### src/rtl/memarb_pkg.sv
// Shared definitions for the IF/LS memory port arbiter: FSM state encoding
// and the meaning of the mux select bit.
package memarb_pkg;

    typedef enum logic [2:0] {
        IDLE    = 3'd0,
        REQ_IF  = 3'd1,
        REQ_LS  = 3'd2,
        WAIT_IF = 3'd3,
        WAIT_LS = 3'd4
    } state_e;

    localparam logic SEL_IF = 1'b0;
    localparam logic SEL_LS = 1'b1;

endpackage

### src/rtl/mux2to1Nbit.sv
// N-bit 2:1 mux used to steer one field (address, write data or byte
// enables) from either the fetch side or the load/store side onto the port.
module mux2to1Nbit
    import memarb_pkg::*;
#(
    parameter int N = 32
) (
    input  logic         sel,
    input  logic [N-1:0] in0,
    input  logic [N-1:0] in1,
    output logic [N-1:0] out_y
);

    assign out_y = (sel == SEL_LS) ? in1 : in0;

endmodule

### src/rtl/mem_port_arbiter.sv
// Shares one single-ported memory between the fetch stage (IF) and the
// load/store stage (LS), one transaction at a time:
// arbitrate -> issue (wait for mem_ready) -> wait for mem_rvalid -> route.
// Build option MEM_ARB_RR_FAIR_EN: round-robin on contention using a
// last_grant flop; without it LS always wins on contention.
module mem_port_arbiter
    import memarb_pkg::*;
#(
    parameter int ADDR_W = 32,
    parameter int DATA_W = 32
) (
    input  logic                  clk,
    input  logic                  rst,
    input  logic                  if_req,
    input  logic [ADDR_W-1:0]     if_addr,
    output logic                  if_gnt,
    output logic                  if_rvalid,
    input  logic                  ls_req,
    input  logic                  ls_we,
    input  logic [ADDR_W-1:0]     ls_addr,
    input  logic [DATA_W-1:0]     ls_wdata,
    input  logic [DATA_W/8-1:0]   ls_be,
    output logic                  ls_gnt,
    output logic                  ls_rvalid,
    output logic                  mem_req,
    output logic                  mem_we,
    output logic [ADDR_W-1:0]     mem_addr,
    output logic [DATA_W-1:0]     mem_wdata,
    output logic [DATA_W/8-1:0]   mem_be,
    input  logic                  mem_ready,
    input  logic                  mem_rvalid,
    output logic [DATA_W-1:0]     rdata_o,
    input  logic [DATA_W-1:0]     mem_rdata,
    output logic                  sel,
    output logic                  busy
);

    localparam int BE_W = DATA_W / 8;

    // A fetch never writes: its side of the data/enable muxes is fixed.
    localparam logic [DATA_W-1:0] IF_WDATA = '0;
    localparam logic [BE_W-1:0]   IF_BE    = '1;

    state_e state_q, state_d;
    logic   sel_q, sel_d;
    logic   ls_wins;

`ifdef MEM_ARB_RR_FAIR_EN
    logic   last_grant_q, last_grant_d;
`endif

    // Arbitration decision used when leaving IDLE.
    always_comb begin
`ifdef MEM_ARB_RR_FAIR_EN
        // On contention, the side that was not granted last time wins.
        ls_wins = ls_req && (!if_req || (last_grant_q == SEL_IF));
`else
        // LS carries the older instruction, so it always wins contention.
        ls_wins = ls_req;
`endif
    end

    // Next-state logic and per-state strobes.
    always_comb begin
        state_d   = state_q;
        sel_d     = sel_q;
`ifdef MEM_ARB_RR_FAIR_EN
        last_grant_d = last_grant_q;
`endif
        mem_req   = 1'b0;
        mem_we    = 1'b0;
        if_gnt    = 1'b0;
        ls_gnt    = 1'b0;
        if_rvalid = 1'b0;
        ls_rvalid = 1'b0;

        unique case (state_q)
            IDLE: begin
                // sel only moves here, so it is stable for a whole transaction.
                if (ls_wins) begin
                    state_d = REQ_LS;
                    sel_d   = SEL_LS;
                end else if (if_req) begin
                    state_d = REQ_IF;
                    sel_d   = SEL_IF;
                end
            end
            REQ_IF: begin
                mem_req = 1'b1;
                if (mem_ready) begin
                    if_gnt  = 1'b1;
                    state_d = WAIT_IF;
`ifdef MEM_ARB_RR_FAIR_EN
                    last_grant_d = SEL_IF;
`endif
                end
            end
            REQ_LS: begin
                mem_req = 1'b1;
                mem_we  = ls_we;
                if (mem_ready) begin
                    ls_gnt  = 1'b1;
                    state_d = WAIT_LS;
`ifdef MEM_ARB_RR_FAIR_EN
                    last_grant_d = SEL_LS;
`endif
                end
            end
            WAIT_IF: begin
                if (mem_rvalid) begin
                    if_rvalid = 1'b1;
                    state_d   = IDLE;
                end
            end
            WAIT_LS: begin
                if (mem_rvalid) begin
                    ls_rvalid = 1'b1;
                    state_d   = IDLE;
                end
            end
            default: begin
                state_d = IDLE;
            end
        endcase
    end

    // State, select and fairness registers; reset drops any transaction.
    always_ff @(posedge clk or posedge rst) begin
        if (rst) begin
            state_q <= IDLE;
            sel_q   <= SEL_IF;
        end else begin
            state_q <= state_d;
            sel_q   <= sel_d;
        end
    end

`ifdef MEM_ARB_RR_FAIR_EN
    // Remembers which side received the most recent grant.
    always_ff @(posedge clk or posedge rst) begin
        if (rst) begin
            last_grant_q <= SEL_IF;
        end else begin
            last_grant_q <= last_grant_d;
        end
    end
`endif

    mux2to1Nbit #(.N(ADDR_W)) u_addr_mux (
        .sel   (sel_q),
        .in0   (if_addr),
        .in1   (ls_addr),
        .out_y (mem_addr)
    );

    mux2to1Nbit #(.N(DATA_W)) u_wdata_mux (
        .sel   (sel_q),
        .in0   (IF_WDATA),
        .in1   (ls_wdata),
        .out_y (mem_wdata)
    );

    mux2to1Nbit #(.N(BE_W)) u_be_mux (
        .sel   (sel_q),
        .in0   (IF_BE),
        .in1   (ls_be),
        .out_y (mem_be)
    );

    assign sel     = sel_q;
    assign busy    = (state_q != IDLE);
    assign rdata_o = mem_rdata;

endmodule

### config.mk
export PLATFORM = sky130hd
export DESIGN_NAME = mem_port_arbiter
export DESIGN_NICKNAME = d
export VERILOG_FILES = /design/src/rtl/memarb_pkg.sv /design/src/rtl/mux2to1Nbit.sv /design/src/rtl/mem_port_arbiter.sv
export SDC_FILE = /design/constraint.sdc
export NUM_CORES = 1
export LEC_CHECK = 0
export CORE_AREA = 4 4 95 97
export CTS_CLUSTER_SIZE = 16
export DETAILED_ROUTE_END_ITERATION = 7
export DIE_AREA = 0 0 99 101
export GPL_TIMING_DRIVEN = 0
export PLACE_DENSITY = 0.64
export RECOVER_POWER = 50
export SYNTH_ARGS = -nofsm -noshare
export SYNTH_HDL_FRONTEND = slang
export SYNTH_SLANG_ARGS = --single-unit
### constraint.sdc
create_clock -name clk -period 1.1 [get_ports clk]
set_clock_uncertainty 0.05 [all_clocks]
set_input_delay 0.11 -clock clk [delete_from_list [all_inputs] [get_ports clk]]
set_output_delay 0.11 -clock clk [all_outputs]
set_load 0.05 [all_outputs]
==> run_results.csv <==
group,metric,value,unit
outcome,violations,"negative setup slack",
place,hpwlAfterDp,6.275,mm
setup_path,arrival,1.38,ns
synth,syn_inst,138,
die,core,8134,µm²
clock_network,cts_buffers,3,
synth,synth_area_leaders,"mux2_2 32%, buf_4 21%, and2_1 18%",
synth,syn_area_per_cell,8.178,µm²
setup_path,path_buf_inv,3,
drt,vias_per_cell,3.832,
setup_path,crit_required,0.94,ns
die,ios,247,
timing,fin_crit_sh,139.9,%
synth,ys_async_sr_fraction,100.0,%
die,die_area,9999,µm²
setup_path,cpMostUsedCell,"buf_12",
global_routing,grt_pass1_vias,1974,
synth,post-synth-top-area-cell,"mux2_2",
die,fp.dieW,99,µm
cells_and_area,fin_util,48.84,%
clock_network,cts_sinks,4,
drt,drt_iter0_markers,8,
job,drv_cap,0,
synth,ys_ff_latch,4,
setup_path,crit_path_max_incr_delay,0.42,ns
timing,fin_tns_setup,-28.01,ns
synth,yosysTopAreaCellShare,31.93,%
drt,finalWirelength,7.612,mm
place,port-buffer-count,214,
synth,synth_edf_count,0,
cells_and_area,layout-drive-gt1-share,58.76,%
power_and_ir_drop,ir_drop,1433,µV
timing,period_needed,1.538,ns
timing,setup_viol,79,
synth,ys_seq_area_share,8.869,%
setup_path,crit_chain,"buf_12, buf_12, mux2_4, buf_6",
clock_network,cts_tree,"done",
setup_path,worst_path_max_delay_cell,"dfrtp_2",
setup_path,crit_type,"reg -> out",
synth,synth_cell_types,23,
cells_and_area,insertedDiodeCount,0,
power_and_ir_drop,power_density,2503,nW/µm²
drt,dr.pass1.iters,3,
global_routing,track_usage,13.67,%
outcome,outcome,"finished, violations left",
synth,syn_area,1129,µm²
synth,syn-num-nets,277,
global_routing,grt_pass1_wl,10.99,mm
setup_path,worstPathMaxFanout,10,
clock_network,path_clk_slew,0.03,ns
setup_path,cp_top_family,"buffers and inverters",
timing,worstMarginPinSlew,0.5288,ns
timing,hold_viol_final,0,
die,die_h,101,µm
die,rows,33,
power_and_ir_drop,power,9.942,mW
global_routing,grt_antenna_before_repair,0,
timing,drv_slew,0,
power_and_ir_drop,p_leak,1.810,nW
drt,vias,1824,
synth,synthFlopType,"dfrtp_1",
cells_and_area,syn_to_final_growth,252.0,%
clock_network,clk_latency,0.22,ns
global_routing,overflow,0,
synth,yosys-top-cells-count,"32 x and2_1, 32 x buf_4, 32 x mux2_2, 6 x nand2b_1, 5 x buf_2",
drt,ant_nets,0,
timing,rsz0062_at_grt,"yes",
global_routing,grt_max_degree,11,
timing,hold_ws,0.1599,ns
drt,drcViolationCount,0,
clock_network,cts.path.max_buffers,2,
setup_path,worstSetupEndpointType,"output port",
synth,yosysWarnings,0,
min_path,hold_class,"in -> async",
clock_network,cts_root_buf,"clkbuf_8",
timing,clock.fmax,0.6500,GHz
setup_path,critPathLaunchType,"flip-flop",
clock_network,htreeDepth,1,
place,gp_congestion,0.7726,
drt,routedWlPerCell,15.99,µm
cells_and_area,nNetsFinal,511,
die,start_util,13.87,%
timing,fin_ws,-0.4384,ns
timing,relSlewSlack,64.89,%
layer usage:
metal	share of wire (%)	track usage, %	up-vias
met5	0	0	-
met4	0.66	2.206	0
met3	9.1	3.668	6
met2	55	26.55	110
met1	35	14.93	817
li1	-	-	891
kinds of logic (layout without fill, tap and decap cells):
| logic type | after synthesis | in the layout | share of synthesized area (%) |
|---|---|---|---|
| simple gates | 50 | 50 | 28.27 |
| buf+inv | 44 | 277 | 26.61 |
| mux | 32 | 32 | 31.93 |
| compound gates | 8 | 8 | 4.324 |
| flops | 4 | 4 | 8.870 |
path summary, 6_finish.rpt:
check                                       start                     end  slack (ns)  cells past startpoint
setup / recovery                  sel$_DFFE_PP0P_            mem_addr[25]       -0.44                      4
hold / removal                                rst  state_q[1]$_DFFE_PP0P_        0.16                      2
setup reg to reg           state_q[1]$_DFFE_PP0P_         sel$_DFFE_PP0P_       -0.34                      6
hold reg to reg            state_q[0]$_DFFE_PP0P_  state_q[2]$_DFFE_PP0P_        0.57                      2
max in group asynchronous                     rst  state_q[0]$_DFFE_PP0P_        0.67                      2
min in group clk                           ls_req         sel$_DFFE_PP0P_        0.50                      3
power by group:
group / switching, mW / total, mW / internal, mW
Combinational: 5.14 / 9.32 / 4.17
Sequential: 0.0716 / 0.296 / 0.224
Clock: 0.0814 / 0.329 / 0.248
layout make-up:
| class | instances | area [µm²] |
|---|---|---|
| well taps | 105 | 131.4 |
| plain buffers | 41 | 374.1 |
| clock buffers | 4 | 45.04 |
| inverters | 3 | 11.26 |
| multi-input cells | 90 | 908.4 |
| flip-flops and latches | 4 | 102.6 |
| fillers | 791 | 4161 |
| repair buffers | 229 | 2400 |
cell usage in the layout (no fill, tap or decap):
cell type / instances
and2_4: 18
and4bb_4: 1
buf_6: 71
or2b_4: 1
dlygate4sd2_1: 32
nand3b_1: 1
nor3b_4: 2
clkbuf_8: 5
a21oi_4: 1
and2_2: 14
a21oi_2: 1
dfrtp_1: 2
nand2_4: 1
nor2_4: 3
or3_4: 1
inv_1: 3
mux2_2: 28
or3b_1: 1
clkdlybuf4s50_1: 105
buf_8: 16
a211o_1: 1
nor2_1: 1
buf_4: 25
clkbuf_4: 15
o211ai_1: 1
clkbuf_16: 1
a21oi_1: 1
nand2b_4: 2
mux2_4: 4
clkbuf_1: 1
nand2b_2: 3
buf_12: 2
dfrtp_2: 2
dlygate4sd3_1: 1
o21ai_1: 2
a22oi_2: 1
nand2b_1: 1
timing repair:
| action | CTS | global route |
|---|---|---|
| hold buffers | 0 | 0 |
| buffers inserted | 9 | 3 |
| resized for setup | 596 | 18 |
| pin swaps | 6 | 5 |
| endpoints found under the setup margin | 110 | 80 |
| cloned | 3 | 0 |
metrics by stage:
step / instances / setup WS, ns / area [µm²]
2_1_floorplan: 138 / -0.2891 / 1287
3_3_place_gp: 457 / -0.9771 / 3561
3_5_place_dp: 457 / -0.9814 / 3561
4_1_cts: 473 / -0.4468 / 3902
5_1_grt: 476 / -0.4702 / 3973
6_report: 476 / -0.4384 / 3973
flip-flops by register name (all words and copies together) (netlist names):
signal	count
state_q	3
sel	1
Note: power is estimated with default switching activity, not from simulation.
